### config.mk
export PLATFORM = sky130hd
export DESIGN_NAME = apb_master_arb
export DESIGN_NICKNAME = d
export VERILOG_FILES = /design/src/rtl/apb_arb_pkg.sv /design/src/rtl/apb_arb_rr.sv /design/src/rtl/apb_master_arb.sv
export SDC_FILE = /design/constraint.sdc
export NUM_CORES = 1
export LEC_CHECK = 0
export CORE_MARGIN = 1
export CORE_UTILIZATION = 40
export CTS_CLUSTER_DIAMETER = 100
export DETAILED_ROUTE_END_ITERATION = 6
export GPL_TIMING_DRIVEN = 0
export MAX_ROUTING_LAYER = met4
export PLACE_DENSITY = 0.88
export SLEW_MARGIN = 25
export SYNTH_ARGS = -nofsm -noshare
export SYNTH_HDL_FRONTEND = slang
export SYNTH_SLANG_ARGS = --single-unit
### constraint.sdc
create_clock -name clk_i -period 10.2 [get_ports clk_i]
set_input_delay 2.04 -clock clk_i [delete_from_list [all_inputs] [get_ports clk_i]]
set_output_delay 2.04 -clock clk_i [all_outputs]
set_load 0.1 [all_outputs]
### src/rtl/apb_arb_pkg.sv
// -----------------------------------------------------------------------------
// apb_arb_pkg
// Shared types and constants for the two-requester APB master arbiter.
//   state_t            - transfer FSM states (IDLE / SETUP / ACCESS)
//   req_idx_t          - 1-bit requester index
//   TIMEOUT_CYCLES_DEF - default ACCESS wait limit (used with APB_ARB_TIMEOUT_EN)
//   idx2onehot()       - requester index to one-hot 2-bit vector
// -----------------------------------------------------------------------------
package apb_arb_pkg;

    typedef enum logic [1:0] {
        IDLE   = 2'd0,
        SETUP  = 2'd1,
        ACCESS = 2'd2
    } state_t;

    typedef logic req_idx_t;

    localparam int TIMEOUT_CYCLES_DEF = 255;

    function automatic logic [1:0] idx2onehot(input req_idx_t idx);
        return idx ? 2'b10 : 2'b01;
    endfunction

endpackage

### src/rtl/apb_arb_rr.sv
// -----------------------------------------------------------------------------
// apb_arb_rr
// Two-way round-robin picker. The requester named by ptr has priority; the
// other one wins only when the priority requester is idle.
//   req   [1:0] in  - pending requests
//   ptr         in  - index of the requester currently holding priority
//   grant [1:0] out - one-hot winner, 0 when nothing is requested
// -----------------------------------------------------------------------------
module apb_arb_rr
    import apb_arb_pkg::*;
(
    input  logic [1:0] req,
    input  req_idx_t   ptr,
    output logic [1:0] grant
);

    always_comb begin
        grant = 2'b00;
        if (req[ptr])
            grant = idx2onehot(ptr);
        else if (req[~ptr])
            grant = idx2onehot(~ptr);
    end

endmodule

### src/rtl/apb_master_arb.sv
// -----------------------------------------------------------------------------
// apb_master_arb
// APB master shared by two requesters. A request is granted in IDLE
// (combinational gnt_o), its fields are captured into the APB registers, and
// the transfer runs SETUP -> ACCESS. Completion returns a one-cycle rvalid_o
// pulse to the owner together with rdata_o / err_o, which then hold until the
// next completion.
//
// Ports
//   clk_i, rst_i                    clock, async active-high reset
//   req_i/addr_i/we_i/wdata_i       per-requester request fields
//   gnt_o                           one-hot grant (request accepted this cycle)
//   rvalid_o/rdata_o/err_o          completion pulse and response
//   paddr_o/pwdata_o/pwrite_o       APB request fields (registered)
//   psel_o/penable_o                APB control (registered)
//   prdata_i/pready_i/pslverr_i     APB response
//
// Build option
//   APB_ARB_TIMEOUT_EN - when defined, an ACCESS phase that sees pready_i low
//   for TIMEOUT_CYCLES cycles is aborted with err_o=1 and rdata_o=0.
// -----------------------------------------------------------------------------
module apb_master_arb
    import apb_arb_pkg::*;
#(
    parameter int APB_ADDR_WIDTH = 32,
    parameter int APB_DATA_WIDTH = 32,
    parameter int TIMEOUT_CYCLES = TIMEOUT_CYCLES_DEF
) (
    input  logic                           clk_i,
    input  logic                           rst_i,
    input  logic [1:0]                     req_i,
    output logic [1:0]                     gnt_o,
    input  logic [1:0][APB_ADDR_WIDTH-1:0] addr_i,
    input  logic [1:0]                     we_i,
    input  logic [1:0][APB_DATA_WIDTH-1:0] wdata_i,
    output logic [1:0]                     rvalid_o,
    output logic [APB_DATA_WIDTH-1:0]      rdata_o,
    output logic                           err_o,
    output logic [APB_ADDR_WIDTH-1:0]      paddr_o,
    output logic [APB_DATA_WIDTH-1:0]      pwdata_o,
    output logic                           pwrite_o,
    output logic                           psel_o,
    output logic                           penable_o,
    input  logic [APB_DATA_WIDTH-1:0]      prdata_i,
    input  logic                           pready_i,
    input  logic                           pslverr_i
);

    if (TIMEOUT_CYCLES < 1) begin : g_bad_timeout
        $error("TIMEOUT_CYCLES must be at least 1");
    end

    state_t     state, state_nxt;
    req_idx_t   ptr, owner;
    logic [1:0] rr_grant;
    logic       take;     // a grant is being accepted this cycle
    logic       win;      // index of the granted requester
    logic       abort;
    logic       finish;   // transfer leaves ACCESS this cycle

    apb_arb_rr u_rr (
        .req   (req_i),
        .ptr   (ptr),
        .grant (rr_grant)
    );

`ifdef APB_ARB_TIMEOUT_EN
    localparam int CNT_W = $clog2(TIMEOUT_CYCLES + 1);
    logic [CNT_W-1:0] wait_cnt;

    // Counts ACCESS cycles with pready_i low; cleared whenever a transfer
    // is granted (i.e. on entry to SETUP).
    always_ff @(posedge clk_i or posedge rst_i) begin
        if (rst_i)
            wait_cnt <= '0;
        else if (take)
            wait_cnt <= '0;
        else if (state == ACCESS && !pready_i)
            wait_cnt <= wait_cnt + 1'b1;
    end

    // Abort in the cycle that would be the TIMEOUT_CYCLES-th wait cycle.
    assign abort = (state == ACCESS) && !pready_i &&
                   (wait_cnt == CNT_W'(TIMEOUT_CYCLES - 1));
`else
    assign abort = 1'b0;
`endif

    assign take   = |gnt_o;
    assign win    = gnt_o[1];
    assign finish = (state == ACCESS) && (pready_i || abort);

    // FSM: state register
    always_ff @(posedge clk_i or posedge rst_i) begin
        if (rst_i)
            state <= IDLE;
        else
            state <= state_nxt;
    end

    // FSM: next state
    always_comb begin
        state_nxt = state;
        case (state)
            IDLE:    if (|req_i) state_nxt = SETUP;
            SETUP:   state_nxt = ACCESS;
            ACCESS:  if (finish) state_nxt = IDLE;
            default: state_nxt = IDLE;
        endcase
    end

    // FSM: outputs. Grant is only offered in IDLE, and is held off while
    // reset is asserted even though the state already reads IDLE.
    always_comb begin
        gnt_o = 2'b00;
        if (state == IDLE && !rst_i)
            gnt_o = rr_grant;
    end

    // Request capture, APB control and completion response.
    always_ff @(posedge clk_i or posedge rst_i) begin
        if (rst_i) begin
            ptr       <= 1'b0;
            owner     <= 1'b0;
            paddr_o   <= '0;
            pwdata_o  <= '0;
            pwrite_o  <= 1'b0;
            psel_o    <= 1'b0;
            penable_o <= 1'b0;
            rvalid_o  <= 2'b00;
            rdata_o   <= '0;
            err_o     <= 1'b0;
        end else begin
            rvalid_o <= 2'b00;
            if (take) begin
                ptr      <= ~win;   // priority passes to the other requester
                owner    <= win;
                paddr_o  <= addr_i[win];
                pwdata_o <= wdata_i[win];
                pwrite_o <= we_i[win];
                psel_o   <= 1'b1;
            end
            if (state == SETUP)
                penable_o <= 1'b1;
            if (finish) begin
                psel_o    <= 1'b0;
                penable_o <= 1'b0;
                rvalid_o  <= idx2onehot(owner);
                rdata_o   <= (abort || pwrite_o) ? '0 : prdata_i;
                err_o     <= abort | pslverr_i;
            end
        end
    end

endmodule

== Word-level counts from Yosys, hierarchy flattened ==
Index checks and enable logic that the tools add are counted.
Cells by class
  magnitude comparators: 3
  equality and inequality tests: 4
  multiplexer cells: 25
  bitwise logic cells: 2
  reductions and logical operators: 9
Operator list (number)
  $mux W32: 5
  $mux W2: 9
  $mux W1: 10
  $lt A1 B2 Y1 const B: 3
  $pmux W2 S3: 1
  $ne A2 B2 Y1 const B: 2
  $reduce_bool A2 Y1: 2
  $reduce_or A2 Y1: 2
  $eq A2 B1 Y1 const B: 1
  $eq A2 B2 Y1 const B: 1
  $logic_and A1 B1 Y1: 2
  $logic_not A2 Y1: 1
  $not A1 Y1: 2
  $reduce_and A2 Y1: 1
  $logic_not A1 Y1: 1
Word-level totals
  bits in registers: 106
  bits of input ports: 168
  output and inout bits: 104
  logic and storage cells: 54

== Depth between registers and ports, before layout ==
Gate-level depths: netlist of the first run.
  depth after elaboration: 9
  gate-level depth with buffers: 7
  gate-level depth less buffers: 4

== Hierarchy ==
A second synthesis of the first run with hierarchy kept.
Unflattened totals
  cell total of the unflattened synthesis: 390
  area total of the unflattened synthesis: 4633.2 um^2
Modules (own cells, without submodules)
  apb_master_arb: times used 1, cells each 387, area an instance 4614.4 um^2, seq. area each 2652.5 um^2
  apb_arb_rr: times used 1, cells each 3, area an instance 18.8 um^2, seq. area each 0.0 um^2

== Worst setup path after synthesis of the first run ==
Ideal clock, no wire load.
  kind: input-to-output
  start point: input rst_i
  end point: output gnt_o[0]
  arrival time: 3.831 ns
  setup slack: 4.329 ns
  stages: 3
  cell sequence: or3_1 clkbuf_2 nor2_1
On the way
  word-level cells in the longest chain between the ends: 3
RTL lines
  start, declared: line apb_master_arb.sv:30  | input logic rst_i,
  $logic_not A1 Y1 (no line)
  $logic_and A1 B1 Y1: line apb_master_arb.sv:116  | if (state == IDLE && !rst_i)
  $mux W2: line apb_master_arb.sv:116
  end, declared: line apb_master_arb.sv:32  | output logic [1:0] gnt_o,
Every way passes these cells.

== Final worst setup path of the first run ==
  start point: input rst_i
  end point: output gnt_o[1]
Same word-level chain as after synthesis.

==> reports/metrics.csv, run 1 <==
metric;value;unit
rsz0062_at_grt;false;
routedWlPerCell;18.4;um
cap_violations;0;
syn_inst;435;
cts_max_level;3;
whs_path_depth;1;
startpoint;rst_i;
area_delta_synth_final;69.8;%
routed_wl;16000;um
period_minus_slack;7.03;ns
final_cell_mix;clkdlybuf4s50_1, dfrtp_1, o21ai_0;
critPathMaxFanout;10;
synth_top_area_share;56.9;%
antenna_found_initial;0;
grt_pass1_vias;4770;
finalHoldViolations;0;
yosysSeqAreaShare;56.9;%
synthTopCellsByArea;dfrtp_1, a221o_1, and3_1;
clk_latency;0.34;ns
layout_commonest_cell;clkdlybuf4s50_1;
die_w;110;um
postRouteAntennaNets;0;
critPathArrivalTime;4.99;ns
crit_type;in -> out;
post_cts_resized;0;
start_util;41.0;%
die-area;12100;um^2
worst_ep_required_time;8.16;ns
cts_buffers;9;
slew_headroom;31.1;%
core-area;11400;um^2
io_buffers;271;
gp_congestion;0.856;
postCtsHoldBufs;0;
ys_warn_count;0;
reg2reg_depth;6;
synth_cell_types;27;
slew_violations;0;
synth-seq-cells;106;
drtIter0Drc;332;
outcome;completed;
grt_overflow;0;
syn_avg_cell_area;10.7;um^2
hpwl;12000;um
grt_pass1_wl;23900;um
numClockSinks;106;
clk_pin_slew;0.07;ns
cts_tree;built;
skew;0.00870;ns
drc;0;
cts_root_buf;clkbuf_16;
num_rows;39;
vias;4802;
grt_max_degree;69;
hp-class;reg -> reg;
worstSetupEndpointType;output pin;
io_pins;272;
nets;886;
cts_setup_buffers;0;
grt_use_total;27.1;%
diodes;0;
synth_top_cell_by_area;dfrtp_1;
rr_startpoint;state[1]$_DFFE_PP0P_;
worstMarginPinSlew;1.03;ns
min_period_over_period;68.9;%
whs_endpoint;rvalid_o[0]$_DFF_PP0_;
setup-violations-final;0;
syn_area;4660;um^2
regToRegSetupSlack;7.95;ns
crit_path_start_kind;input pin;
reg2reg_to;pwdata_o[2]$_DFFE_PP0P_;
fin_setup_tns;0;ns
via_per_inst;5.55;
firstDrtPassIters;5;
fmax;142;MHz
synth_fp_nets;603;
layout-drive-gt1-share;4.29;%
worstHoldStart;owner$_DFFE_PP0P_;
die_h;110;um
cts_max_path_buffers;2;
## flip-flops by register name, summed over array words and instances (netlist names)
register,flops
paddr_o,32
pwdata_o,32
rdata_o,32
rvalid_o,2
state,2
err_o,1
owner,1
penable_o,1
psel_o,1
ptr,1
pwrite_o,1
## cell usage after synthesis
cell        n
dfrtp_1   106
o21ai_0    50
a221o_1    49
and3_1     49
clkbuf_1   34
nand2_1    32
nand2b_1   32
a31oi_1    16
nand3_1    16
nor4_1     16
buf_6       6
nor2_1      6
inv_1       4
buf_2       3
mux2_2      2
nor3_1      2
or3_1       2
a21bo_2     1
a21boi_0    1
a21o_1      1
a21oi_1     1
clkbuf_2    1
clkinv_4    1
nand3b_1    1
nor2b_1     1
o21ai_1     1
o31a_1      1
## through the flow
| step | cells | setup slack [ns] | hold slack (ns) | instance area (um^2) | util, % |
|---|---|---|---|---|---|
| 5_1_grt | 866 | 3.06 | 0.484 | 7920 | 69.6 |
| 3_3_place_gp | 849 | 3.28 | 0.409 | 7560 | 66.5 |
| 2_1_floorplan | 435 | 4.33 | 0.403 | 4660 | - |
| 3_5_place_dp | 850 | 3.17 | 0.432 | 7590 | 66.7 |
| 4_1_cts | 866 | 3.16 | 0.456 | 7920 | 69.6 |
| 6_report | 866 | 3.17 | 0.448 | 7920 | 69.6 |
## worst max-delay path by stage
stage | endpoint | cells past startpoint
after floorplan | gnt_o[0] | 3
after global placement | gnt_o[1] | 8
after detailed placement | gnt_o[1] | 8
after CTS | gnt_o[1] | 8
after global routing | gnt_o[1] | 8
final | gnt_o[1] | 8
## metal layers
| metal | GRT usage (%) | routed length (um) | vias to the layer above |
|---|---|---|---|
| li1 | - | - | 2184 |
| met1 | 31.5 | 6210 | 2324 |
| met2 | 45.8 | 8160 | 253 |
| met3 | 5.35 | 1160 | 41 |
| met4 | 11.4 | 439 | 0 |
| met5 | - | 0 | - |
## area by class of cell
cell class	count	area [um^2]
Clock inverter	4	73.8
Tap cell	143	179
Timing Repair Buffer	272	2740
Clock buffer	12	256
Fill cell	857	3450
Multi-Input combinational cell	280	1770
Buffer	44	215
Inverter	5	28.8
Sequential cell	106	2650
## cell families (layout without fill, tap and decap cells)
logic type | Yosys count | after routing | synth area share (%)
and+or+nand+nor | 157 | 157 | 18.6
muxes | 2 | 2 | 0.483
buffers and inverters | 49 | 337 | 5.12
DFF | 106 | 106 | 56.9
AOI/OAI and AO/OA | 121 | 121 | 19.0
## worst max-delay path, stage by stage
cell and delay (ns):
clkdlybuf4s50_1 0.50, or3_1 0.36, clkbuf_2 0.17, or3_1 0.37
buf_6 0.16, clkinv_4 0.09, buf_6 0.16, clkdlybuf4s50_1 1.14
Power of run 1 is left out: the tool's default activity adds up to more than one toggle a clock period on the data nets, which glitch-free logic cannot reach.
==> inputs of run 2 (changes only) <==
--- a/config.mk
+++ b/config.mk
@@ -6,12 +6,12 @@
 export NUM_CORES = 1
 export LEC_CHECK = 0
 export CORE_MARGIN = 1
-export CORE_UTILIZATION = 40
+export CORE_UTILIZATION = 34
 export CTS_CLUSTER_DIAMETER = 100
 export DETAILED_ROUTE_END_ITERATION = 6
 export GPL_TIMING_DRIVEN = 0
 export MAX_ROUTING_LAYER = met4
-export PLACE_DENSITY = 0.88
+export PLACE_DENSITY = 0.8
 export SLEW_MARGIN = 25
 export SYNTH_ARGS = -nofsm -noshare
 export SYNTH_HDL_FRONTEND = slang
==> constraint.sdc (replaced) <==
create_clock -name clk_i -period 6.3 [get_ports clk_i]
set_input_delay 1.26 -clock clk_i [delete_from_list [all_inputs] [get_ports clk_i]]
set_output_delay 1.26 -clock clk_i [all_outputs]
set_load 0.1 [all_outputs]
==> run 2 against run 1 <==
  * Non-clock buffer count unchanged
  * Sequential share of layout area decreased by 0.079 points
  * Via count shrank 0.44%
  * Flip-flop and latch count is the same
  * Final cell count increased by 3.6%
  * Critical path depth is the same
  * Die area up 17%
  * Clock-buffer cell count shrank 1
  * Wire length is 1.2% lower
  * Hold slack worse by 0.016 ns
  * Register-to-register slack lost 3.9 ns
  * Setup slack got worse by 2.3 ns
  * Highest routed layer unchanged
==> reports/metrics.csv, run 2 (synthesis gave the netlist of run 1 again) <==
metric;value;unit;change
grt_use_total;23.2;%;-3.9 points
hp-class;reg -> reg;;
rsz0062_at_grt;false;;
regToRegSetupSlack;4.02;ns;-3.93 ns
worstSetupEndpointType;output pin;;
io_pins;272;;unchanged
regArea;2650;um^2;unchanged
cp_num_cells;8;;unchanged
startpoint;rst_i;;
post_cts_resized;0;;unchanged
num_rows;42;;+7.7%
grt_overflow;0;;unchanged
fmax;184;MHz;
cp_top_family;buffers and inverters;;
cts_max_path_buffers;2;;unchanged
clk_pin_slew;0.07;ns;about the same
start_util;35.1;%;-5.9 points
cap_violations;0;;unchanged
drc;0;;unchanged
period_minus_slack;5.44;ns;
antenna_found_initial;0;;unchanged
rr_startpoint;state[1]$_DFFE_PP0P_;;
worst_ep_required_time;5.04;ns;-3.12 ns
grt_pass1_vias;4889;;+2.5%
grt_pass1_wl;24900;um;+4.1%
cts_tree;built;;
nFillCells;1117;;+30%
cts_max_level;3;;unchanged
finalHoldViolations;0;;unchanged
routed_wl;15800;um;-1.2%
die-area;14200;um^2;+17%
io_buffers;271;;unchanged
wl_met1;6610;um;+6.4%
crit_path_start_kind;input pin;;
setup-violations-final;0;;unchanged
min_period_over_period;86.3;%;
die_w;119;um;+8.3%
nets;886;;unchanged
crit_chain;clkdlybuf4s50_1, or3_1, clkbuf_2, or3_1, buf_6, clkinv_4, buf_6, clkdlybuf4s50_1;;
diodes;0;;unchanged
cts_buffers;9;;unchanged
cts_root_buf;clkbuf_16;;
core-area;13300;um^2;+17%
firstDrtPassIters;4;;-1
critPathMaxFanout;10;;unchanged
hpwl;12000;um;-0.17%
worstMarginPinSlew;1.02;ns;-0.00768 ns
whs_path_depth;1;;unchanged
layout-drive-gt1-share;4.02;%;-0.27 points
critPathArrivalTime;4.18;ns;-0.81 ns
routedWlPerCell;17.6;um;-4.6%
vias;4781;;-0.44%
fin_cells;897;;+3.6%
fin_setup_tns;0;ns;unchanged
die_h;119;um;+8.3%
numClockSinks;106;;unchanged
final_cell_mix;clkdlybuf4s50_1, dfrtp_1, o21ai_0;;
top_regs;paddr_o x32, pwdata_o x32, rdata_o x32;;
multiInputGateArea;1770;um^2;unchanged
skew;0.00673;ns;-0.00196 ns
reg2reg_to;pwrite_o$_DFFE_PP0P_;;
layout_commonest_cell;clkdlybuf4s50_1;;
via_per_inst;5.33;;-3.9%
gp_congestion;0.898;;+4.9%
slew_headroom;31.6;%;+0.51 points
drtIter0Drc;232;;-30%
grt_max_degree;59;;-14%
area_delta_synth_final;70.2;%;
max_stage_delay;1.15;ns;about the same
outcome;completed;;
timing.critical_path.to;gnt_o[1];;
reg2reg_depth;6;;unchanged
placed_area;7630;um^2;+0.54%
route.met2.wl;7750;um;-5.0%
cts_setup_buffers;0;;unchanged
postRouteAntennaNets;0;;unchanged
slew_violations;0;;unchanged
dr_wl_met3;937;um;-20%
routed.top_layer;met4;;
crit_buf_inv;6;;unchanged
clk_latency;0.35;ns;about the same
dpl.cell_count;883;;+3.9%
postLayoutCellArea;7940;um^2;+0.24%
postCtsHoldBufs;0;;unchanged
critPathSlowestCell;clkdlybuf4s50_1;;
crit_type;in -> out;;
-- run 2: worst register-to-register path, stage by stage, from the launching register on --
cell and delay (ns):
dfrtp_1 0.44, nor3_1 0.39, clkbuf_1 0.38, clkbuf_1 0.36, buf_2 0.30, nand3_1 0.10, a31oi_1 0.22
-- run 2: final cells by class --
class | count | area share, %
tap | 176 | 2.77
inverter | 5 | 0.363
multi-input combinational | 280 | 22.3
timing repair buffer | 272 | 34.5
sequential | 106 | 33.4
buffer | 44 | 2.71
clock inverter | 3 | 0.820
clock buffer | 11 | 3.06
-- run 2: stage by stage --
| step | util [%] | hold WS [ns] | worst slack (ns) |
|---|---|---|---|
| after floorplan | - | 0.403 | 1.99 |
| after global placement | 57.1 | 0.410 | 0.710 |
| after detailed placement | 57.4 | 0.421 | 0.851 |
| after CTS | 59.7 | 0.432 | 0.835 |
| after global routing | 59.7 | 0.483 | 0.752 |
| final | 59.7 | 0.432 | 0.861 |
-- run 2: metal layers --
| layer | global-route usage [%] | vias to the layer above |
|---|---|---|
| met5 | - | - |
| met4 | 10.7 | 0 |
| met3 | 3.54 | 36 |
| met2 | 37.4 | 227 |
| met1 | 28.8 | 2340 |
| li1 | - | 2178 |
-- run 2: how the worst min path moves through the flow --
stage | start | end
4_1_cts | owner$_DFFE_PP0P_ | rvalid_o[0]$_DFF_PP0_
6_report | owner$_DFFE_PP0P_ | rvalid_o[0]$_DFF_PP0_
3_3_place_gp | owner$_DFFE_PP0P_ | rvalid_o[0]$_DFF_PP0_
3_5_place_dp | owner$_DFFE_PP0P_ | rvalid_o[0]$_DFF_PP0_
2_1_floorplan | owner$_DFFE_PP0P_ | rvalid_o[0]$_DFF_PP0_
5_1_grt | owner$_DFFE_PP0P_ | rvalid_o[0]$_DFF_PP0_
Power of run 2 is left out for the same reason.
==> RTL edit 1 (settings of run 2) <==
Put one more register stage on the output `err_o`, with the module's reset. The value now appears one clock later. The other outputs are not delayed to match. Comments in the files are not updated.
--- a/src/rtl/apb_master_arb.sv
+++ b/src/rtl/apb_master_arb.sv
@@ -45,6 +45,8 @@
     input  logic                           pready_i,
     input  logic                           pslverr_i
 );
+
+    logic err_s0;
 
     if (TIMEOUT_CYCLES < 1) begin : g_bad_timeout
         $error("TIMEOUT_CYCLES must be at least 1");
@@ -129,7 +131,7 @@
             penable_o <= 1'b0;
             rvalid_o  <= 2'b00;
             rdata_o   <= '0;
-            err_o     <= 1'b0;
+            err_s0    <= 1'b0;
         end else begin
             rvalid_o <= 2'b00;
             if (take) begin
@@ -147,8 +149,16 @@
                 penable_o <= 1'b0;
                 rvalid_o  <= idx2onehot(owner);
                 rdata_o   <= (abort || pwrite_o) ? '0 : prdata_i;
-                err_o     <= abort | pslverr_i;
+                err_s0    <= abort | pslverr_i;
             end
+        end
+    end
+
+    always_ff @(posedge clk_i or posedge rst_i) begin
+        if (rst_i) begin
+            err_o <= '0;
+        end else begin
+            err_o <= err_s0;
         end
     end
 
Formal check against the unedited RTL: not equivalent (a bounded check fails within 4 cycles, from zero or initial values and one cycle with rst_i high).
==> RTL edit 1 against run 2 <==
Routed wire length is 1.5% higher; cell area stayed put; worst setup slack worse by 0.020 ns; sequential cell count is 1 higher; register-to-register slack better by 0.12 ns; fmax is 0.37% lower; synthesized area is 0.59% higher; critical endpoint unchanged; largest cell class unchanged.
Power is left out: the tool's default activity adds up to more than one toggle a clock period on the data nets, which glitch-free logic cannot reach.
==> RTL edit 1: results (changes against run 2) <==
* Synth top area share at 57.1% (+0.20 points)
* Met3 Routed Length at 1030 µm (+9.8%)
* First-pass GRT wire length at 25400 µm (+1.9%)
* Clk buf depth at 2 (unchanged)
* Drt wl/cell at 17.8 µm (+1.2%)
* Worst-Skew Late Latency at ~0.34 ns
* First-pass DRT Iterations at 5 (+1)
* Count of buffers from port buffering at 271 (unchanged)
* R2R Path Start: state[0]
* Pin count of the biggest net entering global routing at 56 (-5.1%)
* Layout cell share with drive strength beyond 1 at 4.43% (+0.40 points)
* CTS Buf Count at 9 (unchanged)
* Detail Placement HPWL at 12300 µm (+2.3%)
* Hold path cells at 0 (-1)
* Synth top area cells: dfrtp_1 (57%), a221o_1 (10%), and3_1 (6.5%), o21ai_0 (5.3%), nand2b_1 (4.3%)
* Cells after Synth at 436 (+0.23%)
* DR vias at 4791 (+0.21%)
* Final nets at 887 (+0.11%)
* Clk root buf: clkbuf_16
* Measured slew at the worst slew-check pin at 1.06 ns (+0.0355 ns)
* Placed inst area at 7660 µm² (+0.36%)
* Fillers at 1108 (-0.81%)
* Total GRT Usage at 23.4% (+0.13 points)
* Diodes inserted at 0 (unchanged)
* Met3 Usage GRT at 4.07% (+0.53 points)
* Path depth of the worst reg2reg path at 5 (-1)
* GR Layer Usage met2 at 38.5% (+1.2 points)
* Final std cells w/o fill at 899 (+0.22%)
* Worst hold path class: flip-flop to flip-flop
* Met2 wire len at 7840 µm (+1.2%)
* Dpl ws at 0.850 ns (-0.00110 ns)
* H-tree levels at 3 (unchanged)
* Placed Instances at 884 (+0.11%)
* Max layer used: met4
* Crit path arrival time at 4.20 ns (+0.02 ns)
* Worst Hold Launch: err_s0
* Largest regs: paddr_o: 32 flops, pwdata_o: 32 flops, rdata_o: 32 flops
* Crit-path slowest cell: clkdlybuf4s50_1
* Crit-path max cell delay at between 1 and 1.5 ns
* Initial antenna violation count at 0 (unchanged)
* Net count after synthesis at 604 (+0.17%)
* Max FO, Critical Path at 10 (unchanged)
* Clock Skew at 0.00644 ns (-0.000298 ns)
* Met1 GRT Util at 28.0% (-0.80 points)
* 1st-iter DRT viols at 263 (+13%)
* Ys Warns at 0 (unchanged)
* Wl on met1 at 6650 µm (+0.62%)
* CP Launch Point: rst_i
* Vias in the first global route at 4929 (+0.82%)
* Post-CTS Resized at 0 (unchanged)
* Synth cell count leaders: dfrtp_1 (107), o21ai_0 (50), a221o_1 (49), and3_1 (49)
* FFs w/ async S/R, synth at 100% (unchanged)
* Netlist cell types at 27 (unchanged)
* Status: finished clean
* Sequential-to-total area share from yosys stat at 57.1% (+0.20 points)
* Gpl congestion at 0.840 (-6.5%)
## RTL edit 1: changes by cell type after synthesis
cell,change
dfrtp_1,+1
buf_2,+2
clkbuf_1,-2
## RTL edit 1: cell type report
type	instances	area, µm²	share of cell area [%]
repair buffers	272	2740	34.5
plain buffers	44	218	2.74
clock inverters	2	10.0	0.126
clock buffers	13	270	3.40
inverters	5	28.8	0.363
well taps	176	220	2.77
flip-flops and latches	107	2680	33.7
multi-input cells	280	1770	22.3
## RTL edit 1: final timing paths
check,to,slack (ns)
min in group asynchronous,state[0],1.37
hold reg to reg,err_o,0.40
setup / recovery,gnt_o[1],0.84
setup reg to reg,pwdata_o[18],4.14
hold / removal,err_o,0.40
max in group asynchronous,paddr_o[24],4.29
## RTL edit 1: logic make-up (layout without fill, tap and decap cells)
logic type | after synthesis | after routing | synth area share [%]
compound gates | 121 | 121 | 18.9
mux | 2 | 2 | 0.480
buf+inv | 49 | 336 | 5.15
simple gates | 157 | 157 | 18.5
flops | 107 | 107 | 57.1
==> RTL edit 2 (settings of run 2) <==
Made on the original files. Add a define of `APB_ARB_TIMEOUT_EN`.
--- a/src/rtl/apb_master_arb.sv
+++ b/src/rtl/apb_master_arb.sv
@@ -19,6 +19,8 @@
 //   APB_ARB_TIMEOUT_EN - when defined, an ACCESS phase that sees pready_i low
 //   for TIMEOUT_CYCLES cycles is aborted with err_o=1 and rdata_o=0.
 // -----------------------------------------------------------------------------
+`define APB_ARB_TIMEOUT_EN
+
 module apb_master_arb
     import apb_arb_pkg::*;
 #(
Function: same outputs for any inputs over 10 cycles, from zero or initial values and one cycle with rst_i high; that may be too few to reach the edited logic, so the function may still have changed.
==> RTL edit 2 against run 2 <==
Routed wire length up 10%; final cell count rose by 1.8%; cell area grew 12%; first-iteration DRC count up 36%; worst setup slack better by 0.0097 ns; critical endpoint unchanged; sequential cell count is 8 higher; synthesized area grew 13%; fmax increased by 0.18%.
Power is not shown: default switching activity piles up to over one toggle a cycle in this logic, so the estimate is an artifact.
==> RTL edit 2: results (changes against run 2) <==
* 1st-iter DRT viols at 315 (+36%)
* Reg2reg end: pwdata_o[1]
* Max_slew headroom at 30.3% (-1.2 points)
* H-tree levels at 4 (+1)
* Met3 Usage GRT at 4.98% (+1.4 points)
* Total GRT Usage at 22.5% (-0.73 points)
* Netlist cell types at 44 (+63%)
* Final nets at 882 (-0.45%)
* Met1 GRT Util at 26.1% (-2.8 points)
* Cells after Synth at 421 (-3.2%)
* First-pass GRT wire length at 27100 µm (+8.7%)
* Sequential-to-total area share from yosys stat at 54.2% (-2.7 points)
* Crit path arrival time at 4.17 ns (about the same)
* CTS Buf Count at 17 (+8)
* Via density at 5.41 (+1.6%)
* Net count after synthesis at 591 (-2.0%)
* GR Layer Usage met2 at 37.6% (+0.28 points)
* Worst Hold Launch: owner
* Pin count of the biggest net entering global routing at 72 (+22%)
* Worst-Skew Late Latency at 0.41 ns (+0.06 ns)
* Placed Instances at 881 (-0.23%)
* Final std cells w/o fill at 913 (+1.8%)
* Drt total wl at 17400 µm (+10%)
* Synth top area cells: dfrtp_1 (54%), a221o_2 (10%), a21boi_0 (9.0%), a221o_1 (8.9%), and2_1 (3.8%)
* Crit-path max cell delay at 1.12 ns (-0.03 ns)
* Synth cell count leaders: dfrtp_1 (114), a21boi_0 (63), a221o_1 (47), a221o_2 (47), and2_1 (32)
* Gpl congestion at 0.869 (-3.2%)
* Status: finished clean
* Vias in the first global route at 5173 (+5.8%)
* Clock-pin slew on the worst setup and hold paths at 0.05 ns (-0.02 ns)
[RTL edit 2: metal layers]
metal,vias up,part of all wire (%)
met1,2410,42
met3,29,6.2
li1,2257,-
met5,-,0
met4,0,2.3
met2,246,50
[RTL edit 2: metrics by stage]
stage / utilization (%) / instance area (µm²) / setup WS [ns] / hold WS, ns
final: 58.6 / 8880 / 0.871 / 0.500
after detailed placement: 54.4 / 8240 / 0.877 / 0.480
after floorplan: - / 5260 / 2.02 / 0.412
after CTS: 58.6 / 8880 / 0.870 / 0.484
after global placement: 54.2 / 8210 / 0.354 / 0.473
after global routing: 58.6 / 8880 / 0.813 / 0.509
[RTL edit 2: worst max path at each step]
stage          startpoint          to  slack [ns]
2_1_floorplan       rst_i       err_o        2.02
3_3_place_gp        rst_i  paddr_o[2]        0.35
3_5_place_dp        rst_i    gnt_o[1]        0.88
4_1_cts             rst_i    gnt_o[1]        0.87
5_1_grt             rst_i    gnt_o[1]        0.81
6_report            rst_i    gnt_o[1]        0.87
[RTL edit 2: final cells by class]
type | instances | area (µm²)
Clock buffer | 23 | 488
Sequential cell | 114 | 2850
Timing Repair Buffer | 272 | 2740
Tap cell | 188 | 235
Inverter | 7 | 43.8
Fill cell | 1191 | 6260
Multi-Input combinational cell | 260 | 2120
Clock inverter | 9 | 151
Buffer | 40 | 246
[RTL edit 2: cells by family after synthesis]
kind of cell,Yosys count,synth area share (%)
AO/OA/AOI/OAI,185,31.3
XOR/XNOR,2,0.333
adder cells (fa/ha/maj),2,0.475
buffers and inverters,47,5.42
flip-flops,114,54.2
multiplexers,1,0.190
AND/OR/NAND/NOR,70,8.11
